$ cat config.mk
export PLATFORM = sky130hd
export DESIGN_NAME = cache_snoop_resp
export DESIGN_NICKNAME = d
export VERILOG_FILES = /design/src/rtl/smp_pkg.sv /design/src/rtl/cache_snoop_resp.sv
export SDC_FILE = /design/constraint.sdc
export NUM_CORES = 1
export LEC_CHECK = 0
export ABC_AREA = 1
export CORE_MARGIN = 2
export CORE_UTILIZATION = 49
export CTS_BUF_LIST = sky130_fd_sc_hd__clkbuf_4 sky130_fd_sc_hd__clkbuf_8
export DETAILED_ROUTE_END_ITERATION = 7
export MAX_ROUTING_LAYER = met4
export PLACE_DENSITY = 0.95
export SYNTH_ARGS = -nofsm -noshare
export SYNTH_HDL_FRONTEND = slang
export SYNTH_SLANG_ARGS = --single-unit
$ cat constraint.sdc
create_clock -name clk -period 2.5 [get_ports clk]
set_input_delay 0.625 -clock clk [delete_from_list [all_inputs] [get_ports clk]]
set_output_delay 0.625 -clock clk [all_outputs]
set_load 0.005 [all_outputs]
$ cat src/rtl/smp_pkg.sv
// Shared coherence types for the snoop bus and the per-CPU caches:
// MSI block states, address/line geometry and the snoop responder FSM encoding.
package smp_pkg;

  localparam int ADDR_W      = 13;  // bus word address
  localparam int LINE_ADDR_W = 11;  // line address = word address without word select
  localparam int WORD_SEL_W  = 2;
  localparam int WORD_W      = 16;
  localparam int LINE_W      = 64;

  typedef enum logic [1:0] {
    INVALID  = 2'b00,
    SHARED   = 2'b01,
    MODIFIED = 2'b10
  } blk_state_t;

  typedef enum logic [1:0] {
    SNP_IDLE,
    SNP_LOOKUP,
    SNP_WRITEBACK,
    SNP_RESPOND
  } snoop_fsm_t;

  // Word 0 occupies bits 15:0 of the line.
  function automatic logic [WORD_W-1:0] line_word(input logic [LINE_W-1:0]     line,
                                                  input logic [WORD_SEL_W-1:0] sel);
    return line[WORD_W*int'(sel) +: WORD_W];
  endfunction

endpackage

$ cat src/rtl/cache_snoop_resp.sv
// Per-CPU snoop responder: looks up the local cache for another core's miss,
// writes back a Modified line, answers the bus, then downgrades or invalidates.
module cache_snoop_resp
  import smp_pkg::*;
#(
  parameter int INDEX_W = 3,
  parameter int TAG_W   = LINE_ADDR_W - INDEX_W
) (
  input  logic                   clk,
  input  logic                   rst_n,
  // bus snoop side
  input  logic                   snoop_req,
  input  logic [ADDR_W-1:0]      snoop_addr,
  input  logic                   snoop_inv,
  output logic                   snoop_ack,
  output logic                   snoop_found,
  output logic [1:0]             snoop_state,
  output logic [WORD_W-1:0]      snoop_data,
  output logic                   snoop_busy,
  // cache array lookup
  output logic                   lk_re,
  output logic [INDEX_W-1:0]     lk_idx,
  input  logic [TAG_W-1:0]       lk_tag,
  input  logic [1:0]             lk_state,
  input  logic [LINE_W-1:0]      lk_line,
  // cache state update
  output logic                   upd_we,
  output logic [INDEX_W-1:0]     upd_idx,
  output logic [1:0]             upd_state,
  // data memory write-back
  output logic                   wb_req,
  output logic [LINE_ADDR_W-1:0] wb_addr,
  output logic [LINE_W-1:0]      wb_line,
  input  logic                   wb_rdy
);

  snoop_fsm_t              state_q, state_d;

  logic [LINE_ADDR_W-1:0]  line_addr_q;
  logic [WORD_SEL_W-1:0]   word_sel_q;
  logic                    inv_q;
  logic                    hit_q;
  blk_state_t              blk_q;
  logic [WORD_W-1:0]       word_q;
  logic [LINE_W-1:0]       line_q;
  logic                    busy_q;

  blk_state_t              lk_blk;
  logic                    lk_hit;
  logic                    req_accept;

  assign req_accept = (state_q == SNP_IDLE) && snoop_req;
  assign lk_blk     = blk_state_t'(lk_state);
  assign lk_hit     = (lk_blk != INVALID) &&
                      (lk_tag == line_addr_q[LINE_ADDR_W-1 -: TAG_W]);

  // NOTE: every clocked process uses non-blocking assignments so all registers
  // update from the same pre-edge values regardless of process ordering.
  always_ff @(posedge clk or negedge rst_n) begin
    if (!rst_n) state_q <= SNP_IDLE;
    else        state_q <= state_d;
  end

  always_comb begin
    // NOTE: a default on entry to every combinational block keeps each output
    // assigned on all paths, so no latches are inferred.
    state_d = state_q;
    unique case (state_q)
      SNP_IDLE:      if (snoop_req) state_d = SNP_LOOKUP;
      SNP_LOOKUP:    state_d = (lk_hit && lk_blk == MODIFIED) ? SNP_WRITEBACK : SNP_RESPOND;
      SNP_WRITEBACK: if (wb_rdy) state_d = SNP_RESPOND;
      SNP_RESPOND:   state_d = SNP_IDLE;
      default:       state_d = SNP_IDLE;
    endcase
  end

  // Request fields are captured once in IDLE; bus changes while busy are ignored.
  always_ff @(posedge clk or negedge rst_n) begin
    if (!rst_n) begin
      line_addr_q <= '0;
      word_sel_q  <= '0;
      inv_q       <= 1'b0;
    end else if (req_accept) begin
      line_addr_q <= snoop_addr[ADDR_W-1:WORD_SEL_W];
      word_sel_q  <= snoop_addr[WORD_SEL_W-1:0];
      inv_q       <= snoop_inv;
    end
  end

  // Lookup result: a miss reports INVALID and a zero word.
  always_ff @(posedge clk or negedge rst_n) begin
    if (!rst_n) begin
      hit_q  <= 1'b0;
      blk_q  <= INVALID;
      word_q <= '0;
      line_q <= '0;
    end else if (state_q == SNP_LOOKUP) begin
      hit_q  <= lk_hit;
      blk_q  <= lk_hit ? lk_blk : INVALID;
      word_q <= lk_hit ? line_word(lk_line, word_sel_q) : '0;
      line_q <= lk_line;
    end
  end

  // Busy is registered so the local MEM-stage stall sees a clean flop output.
  always_ff @(posedge clk or negedge rst_n) begin
    if (!rst_n) busy_q <= 1'b0;
    else        busy_q <= (state_d != SNP_IDLE);
  end

  assign snoop_busy = busy_q;

  always_comb begin
    lk_re       = 1'b0;
    lk_idx      = '0;
    wb_req      = 1'b0;
    wb_addr     = '0;
    wb_line     = '0;
    snoop_ack   = 1'b0;
    snoop_found = 1'b0;
    snoop_state = INVALID;
    snoop_data  = '0;
    upd_we      = 1'b0;
    upd_idx     = '0;
    upd_state   = INVALID;
    unique case (state_q)
      SNP_IDLE: begin
        lk_re  = snoop_req;
        lk_idx = snoop_req ? snoop_addr[WORD_SEL_W +: INDEX_W] : '0;
      end
      SNP_WRITEBACK: begin
        wb_req  = 1'b1;
        wb_addr = line_addr_q;
        wb_line = line_q;
      end
      SNP_RESPOND: begin
        snoop_ack   = 1'b1;
        snoop_found = hit_q;
        snoop_state = blk_q;
        snoop_data  = word_q;
        // Invalidate wins; a Modified read hit drops to Shared after its write-back.
        if (hit_q && (inv_q || blk_q == MODIFIED)) begin
          upd_we    = 1'b1;
          upd_idx   = line_addr_q[INDEX_W-1:0];
          upd_state = inv_q ? INVALID : SHARED;
        end
      end
      default: ;
    endcase
  end

endmodule

=== After elaboration in Yosys (flattened, before gate mapping) ===
Cells that the tools add are included.

* Register bits after elaboration: 100
* Memories kept: 0
* Memory bits (writable): 0
* Bits in latches: 0
* Word-level logic and storage cells: 47
* Bits in read-only memories: 0

* Multipliers: 0
* Divide/modulo/power cells: 0
* $lt $le $gt $ge: 0
* Reduce and logical (&&, ||, !) cells: 8
* Add/subtract/negate cells: 0
* Muxes and demuxes: 23
* Equal/unequal tests: 6
* Bitwise gates (word level): 0
* Shifts and indexed selects: 1

{| class="wikitable"
|+ Operators with widths
! cell !! count
|-
| $mux 64 || 1
|-
| $shiftx 64x7->16 || 1
|-
| $mux 16 || 2
|-
| $mux 3 || 4
|-
| $mux 11 || 1
|-
| $mux 1 || 10
|-
| $eq 2x2->1 const B || 4
|-
| $eq 8x8->1 || 1
|-
| $mux 2 || 4
|-
| $pmux 2 s4 || 1
|-
| $logic_and 1x1->1 || 4
|-
| $reduce_bool 2->1 || 2
|-
| $eq 2x1->1 const B || 1
|-
| $logic_not 2->1 || 1
|-
| $logic_or 1x1->1 || 1
|}

=== Depth between registers and ports, before layout ===
Gate-level depths: netlist of run 1.

* Word-level depth: 6
* Mapped depth: 11
* Mapped depth without buffers: 11

=== Worst setup path after synthesis of run 1 ===
Ideal clock, no wire load.

* Kind: register -> output
* From: register state_q[0]
* To: output wb_addr[2]
* Path buffers: 2
* Setup slack: 0.575 ns
* Required time: 1.875 ns
* Cell stages (with the launch flop): 7
* Arrival time: 1.300 ns
* Path through: dfrtp_1 > inv_1 > ha_1 > buf_2 > buf_1 > nand2_1 > inv_1

* Cells in the longest elaborated chain, start to end: 2

{| class="wikitable"
|+ Ends and longest elaborated chain
! what !! RTL line !! source
|-
| start, declared || cache_snoop_resp.sv:37 || <nowiki>snoop_fsm_t state_q, state_d;</nowiki>
|-
| start signal, assigned || cache_snoop_resp.sv:61 || <nowiki>else state_q <= state_d;</nowiki>
|-
| $eq 2x2->1 || cache_snoop_resp.sv:126 || <nowiki>unique case (state_q)</nowiki>
|-
| $mux 11 || cache_snoop_resp.sv:126 ||
|-
| end, declared || cache_snoop_resp.sv:32 || <nowiki>output logic [LINE_ADDR_W-1:0] wb_addr,</nowiki>
|}

No other way between the ends.

=== Final worst setup path of run 1 ===
* From: register state_q[1]
* To: output lk_idx[2]

* Cells in the longest elaborated chain, start to end: 2

{| class="wikitable"
|+ Ends and longest elaborated chain
! what !! RTL line !! source
|-
| $logic_not 2->1 || cache_snoop_resp.sv:126 ||
|-
| $mux 3 || cache_snoop_resp.sv:126 ||
|-
| end, declared || cache_snoop_resp.sv:22 || <nowiki>output logic [INDEX_W-1:0] lk_idx,</nowiki>
|}

No other way between the ends.

==> flow_metrics.tcl, run 1 <==
set metrics [dict create \
    cp.arrival_ps 1900 \
    synth_xor_area_frac 0.00333 \
    io_pins 199 \
    drc 0 \
    worst_slack_ps -20.2 \
    cts_hold_buf 0 \
    grt.overflow.total 0 \
    cts_tree "done" \
    synth_top_family_by_area "simple AND/OR/NAND/NOR gates" \
    post-route-period-util 1.01 \
    synth.avg_cell_area_um2 7.02 \
    grt_max_degree 83 \
    tns_ps -20.2 \
    drv_cap 0 \
    first_pass_iters 5 \
    h-tree-depth 3 \
    cts-root-buf "clkbuf_8" \
    cellLeakagePower_nw 5.08 \
    worst_setup_path_end_kind "output port" \
    antenna_found_initial 0 \
    setup-violations-final 1 \
    dieHeight_um 108 \
    detail_route.wl_per_cell_um 16.2 \
    syn_area_um2 5250 \
    ys_ff_latch 100 \
    slew_violations 0 \
    required_ps 1880 \
    rows 37 \
    dp_slack_ps -76.2 \
    netlist.area_leader.share 0.476 \
    grt_pass1_vias 5090 \
    die_w_um 108 \
    first_iter_violations 477 \
    timing.final.crit_period_ps 2520 \
    synth_compound_area_frac 0.0834 \
    hold_viol 0 \
    path_clk_slew_ps 100 \
    io_buffers 197 \
    fin_util 0.753 \
    yosysSeqAreaShare 0.476 \
    clkLatencyLatePin_ps 360 \
    place_congestion 0.921 \
    synth_top_cell_by_area "dfrtp_1" \
    cts.path.max_buffers 2 \
    fmax_mhz 397 \
    layout-drive-gt1-share 0.0729 \
    syn_nets 844 \
    nNetsFinal 1037 \
    hpwl_mm 12.5 \
    violations "negative setup slack" \
    hold_path_class "input pin to asynchronous set/reset pin" \
    cts_inserted_buffers 9 \
    slew_headroom 0.662 \
    finClkSkew_ps 19.5 \
    path_max_fanout 6 \
    wl_mm 17.6 \
    syn_to_final_growth_pct 48.6 \
    synthSimpleGateAreaFrac 0.303 \
    start_util 0.507 \
    vias 5501 \
    synthesis.instances 748 \
    synthTopCellsByArea "dfrtp_1, nand2_1, inv_1, a32o_1, a21oi_1" \
    worst_setup_path_start_kind "flop" \
    synthAdderAreaFrac 0.00953 \
    cts.sinks 100 \
    ys_types 26 \
    synth_mux_area_frac 0 \
    postRouteAntennaNets 0 \
    vdd_drop_max_mv 0.599 \
    worst-setup-path-type "flop to output port" \
    cellPowerDensity_nw_per_um2 1020 \
    die-area_um2 11600 \
    core-area_um2 10400 \
    rsz0062_at_grt "yes" \
    max_slew.worst_pin.slew_ps 507 \
    viasPerCell 5.08 \
    ys_warn_count 0 \
    grtUsageTotal 0.303 \
    status "finished with violations" \
    grt_pass1_wl_mm 26.1 \
    diodes 0 \
]
## cells in the mapped netlist (all sizes together)
library cell  count
inv             123
o21a              1
a32o             16
a21oi            17
buf              26
nand3             3
conb              1
nor2             19
o21bai            3
clkbuf           14
ha                4
o22ai             1
o21ai            24
xor2              2
dfrtp           100
nand2           394
## layout make-up
cell class                 count  area, um^2
tap                          136         170
clock buffer                  12         153
inverter                     123         464
timing repair buffer         222        2320
sequential                   100        2500
multi-input combinational    485        2140
clock inverter                 4        55.1
fill                         768        2560
## critical path, cell delays in order, from the launching register on
cell and delay (ps):
dfrtp_1 420, inv_1 160, ha_4 190, nand2_2 110, nor2_2 150, clkdlybuf4s50_1 520
## cells in the final DEF (no fill, tap or decap), types with 2 or more instances in the layout
master,count
nand2_1,392
inv_1,118
clkdlybuf4s50_1,116
dfrtp_1,99
dlygate4sd2_1,49
dlymetal6s2s_1,31
a21oi_1,17
a32o_1,16
nor2_1,15
buf_4,15
o21ai_0,12
clkbuf_8,10
o21ai_2,8
buf_12,5
inv_2,4
o21ai_1,4
nor2_2,3
o21bai_1,3
clkbuf_16,3
nand2_2,2
xor2_1,2
ha_4,2
ha_2,2
clkbuf_4,2
inv_6,2
## metrics by stage
| stage | hold slack, ps | power (W) | area [um^2] | instances |
|---|---|---|---|---|
| 2_1_floorplan | 329 | 0.00488 | 5250 | 748 |
| 3_3_place_gp | 454 | 0.00646 | 7360 | 1054 |
| 3_5_place_dp | 458 | 0.00664 | 7360 | 1054 |
| 4_1_cts | 161 | 0.00771 | 7580 | 1074 |
| 5_1_grt | 169 | 0.00859 | 7810 | 1082 |
| 6_report | 156 | 0.00799 | 7810 | 1082 |
## path summary, 6_finish.rpt
| kind | startpoint | to | slack, ps | cells past startpoint |
|---|---|---|---|---|
| hold / removal | rst_n | line_addr_q[6] | 160 | 1 |
| min in group clk | line_q[3] | line_q[3] | 480 | 2 |
| setup reg to reg | state_q[0] | word_q[6] | 640 | 5 |
| hold reg to reg | line_q[3] | line_q[3] | 480 | 2 |
| setup / recovery | state_q[1] | lk_idx[2] | -20 | 5 |
| max in group asynchronous | rst_n | word_q[12] | 1640 | 2 |
## cells by family (layout without fill, tap and decap cells)
group / after synthesis / count (layout)
buf+inv: 163 / 361
simple gates: 416 / 416
other cells: 1 / 1
xor+xnor: 2 / 2
compound gates: 62 / 62
fa+ha+maj: 4 / 4
flops: 100 / 100
## state kept, by name (all words and copies together), names as in the netlist
signal       count
line_addr_q     11
state_q          2
inv_q            1
word_sel_q       2
line_q          64
snoop_busy       1
blk_q            2
hit_q            1
word_q          16
## where the power goes
part | internal (W) | switching [W] | leakage (nW)
sequential | 0.00228 | 0.000398 | 1.26
combinational | 0.00185 | 0.00237 | 3.72
clock | 0.000521 | 0.000573 | 0.104
## metal layers
metal	global-route usage	wire length [um]	up-vias
met2	0.484	8420	304
met3	0.0593	1560	56
li1	-	-	2585
met5	-	0	-
met4	0.127	724	0
met1	0.378	6870	2556
## repair_timing
action | CTS | global route
setup buffers | 3 | 5
gates resized for setup | 55 | 40
pin swaps | 0 | 3
gates cloned | 1 | 3
setup endpoints to repair | 97 | 53
(Power assumes the default switching activity.)
==> run 2: changes to the inputs <==
- CTS_CLUSTER_DIAMETER: default -> 200
- SETUP_SLACK_MARGIN: default -> 0.2
==> flow_metrics.tcl, run 2 (synthesized netlist as in run 1, its figures left out) <==
set metrics [dict create \
    vdd_drop_max_mv 0.683 \
    wl_mm 19.8 \
    worst_setup_path_end_kind "output port" \
    die_w_um 108 \
    final_cell_mix "nand2_1, dfrtp_1, clkdlybuf4s50_1, inv_1, inv_2" \
    top_regs "line_q (64), word_q (16), line_addr_q (11)" \
    viasPerCell 5.26 \
    grt_pass1_vias 5469 \
    hpwl_mm 12.5 \
    largest-register "line_q" \
    path_clk_slew_ps 100 \
    cts.sinks 100 \
    clkLatencyLatePin_ps 370 \
    cellLeakagePower_nw 5.41 \
    dieHeight_um 108 \
    postRouteAntennaNets 0 \
    cts_inserted_buffers 9 \
    io_pins 199 \
    status "completed" \
    first_iter_violations 426 \
    cp-startpoint "state_q[1]" \
    cts_tree "done" \
    diodes 0 \
    vias 5802 \
    path_max_fanout 7 \
    required_ps 1880 \
    detail_route.wl_per_cell_um 18.0 \
    finClkSkew_ps 19.7 \
    core-area_um2 10400 \
    cts-root-buf "clkbuf_8" \
    cellPowerDensity_nw_per_um2 1110 \
    tns_ps 0 \
    first_pass_iters 5 \
    rows 37 \
    syn_to_final_growth_pct 58.9 \
    place_congestion 0.921 \
    antenna_found_initial 0 \
    h-tree-depth 3 \
    layout-drive-gt1-share 0.209 \
    start_util 0.507 \
    worst-setup-path-type "flop to output port" \
    timing.final.crit_period_ps 2450 \
    worst_setup_path_start_kind "flop" \
    layout.cells.most_common "nand2_1" \
    grtUsageTotal 0.337 \
    cp.arrival_ps 1820 \
    rsz0062_at_grt "yes" \
    dp.cells 1054 \
    max_slew.worst_pin.slew_ps 513 \
    hold_path_class "input pin to asynchronous set/reset pin" \
    fin_cells 1104 \
    io_buffers 197 \
    r2r_start "state_q[0]" \
    grt.overflow.total 0 \
    drc 0 \
    grt_pass1_wl_mm 28.7 \
    fin_util 0.805 \
    setup-violations-final 0 \
    drv_cap 0 \
    largest_register_ffs 64 \
    postLayoutCellArea_um2 8350 \
    slew_violations 0 \
    hold_viol 0 \
    nNetsFinal 1059 \
    post-route-period-util 0.979 \
    slew_headroom 0.658 \
    die-area_um2 11600 \
    fmax_mhz 408 \
    grt_max_degree 83 \
    cts.path.max_buffers 2 \
    whs_ps 150 \
    dpl-instance-area_um2 7360 \
]
==> run 2: metal layers <==
metal	vias up	GRT usage	share of wire
met4	0	0.153	0.052
met2	330	0.555	0.49
met5	-	-	0
met3	89	0.0690	0.092
li1	2636	-	-
met1	2747	0.401	0.37
==> run 2: critical path, cell delays in order, from the launching register on <==
cell	delay, ps
dfrtp_2	440
ha_4	190
buf_6	110
buf_6	110
buf_12	140
buf_16	140
buf_4	140
nand2_2	50
inv_1	40
clkbuf_2	100
==> run 2: timing repair <==
item	in CTS	in global routing
hold buffers	0	0
cloned	9	1
resized for setup	192	178
pin swaps	4	1
setup endpoints to repair	104	78
setup buffers	13	11
==> run 2: path summary, 6_finish.rpt <==
check	endpoint	slack, ps	cells after the start
min reg2reg	line_q[35]	480	2
min	line_addr_q[6]	150	1
max reg2reg	line_q[44]	530	8
min in group clk	line_q[35]	480	2
max	wb_addr[5]	50	9
max in group asynchronous	word_q[7]	1650	2
==> run 2: final cells by class <==
| cell class | instances | area [um^2] |
|---|---|---|
| clock buffers | 12 | 153 |
| clock inverters | 4 | 55.1 |
| fillers | 634 | 2020 |
| inverters | 123 | 462 |
| multi-input cells | 485 | 2390 |
| flip-flops and latches | 100 | 2500 |
| well taps | 136 | 170 |
| repair buffers | 244 | 2610 |
==> run 2: stage by stage <==
step | setup WS, ps | total power [W]
floorplan | 575 | 0.00488
global placement | -11.3 | 0.00646
finish | 51.3 | 0.00931
CTS | -44.6 | 0.00851
global route | -14.4 | 0.00985
detailed placement | -76.2 | 0.00664
==> run 2: where the power goes <==
part / switching (W) / internal, W / leakage [nW] / total (W)
clock: 0.000584 / 0.000521 / 0.104 / 0.00110
sequential: 0.000536 / 0.00228 / 1.26 / 0.00282
combinational: 0.00285 / 0.00253 / 4.05 / 0.00538
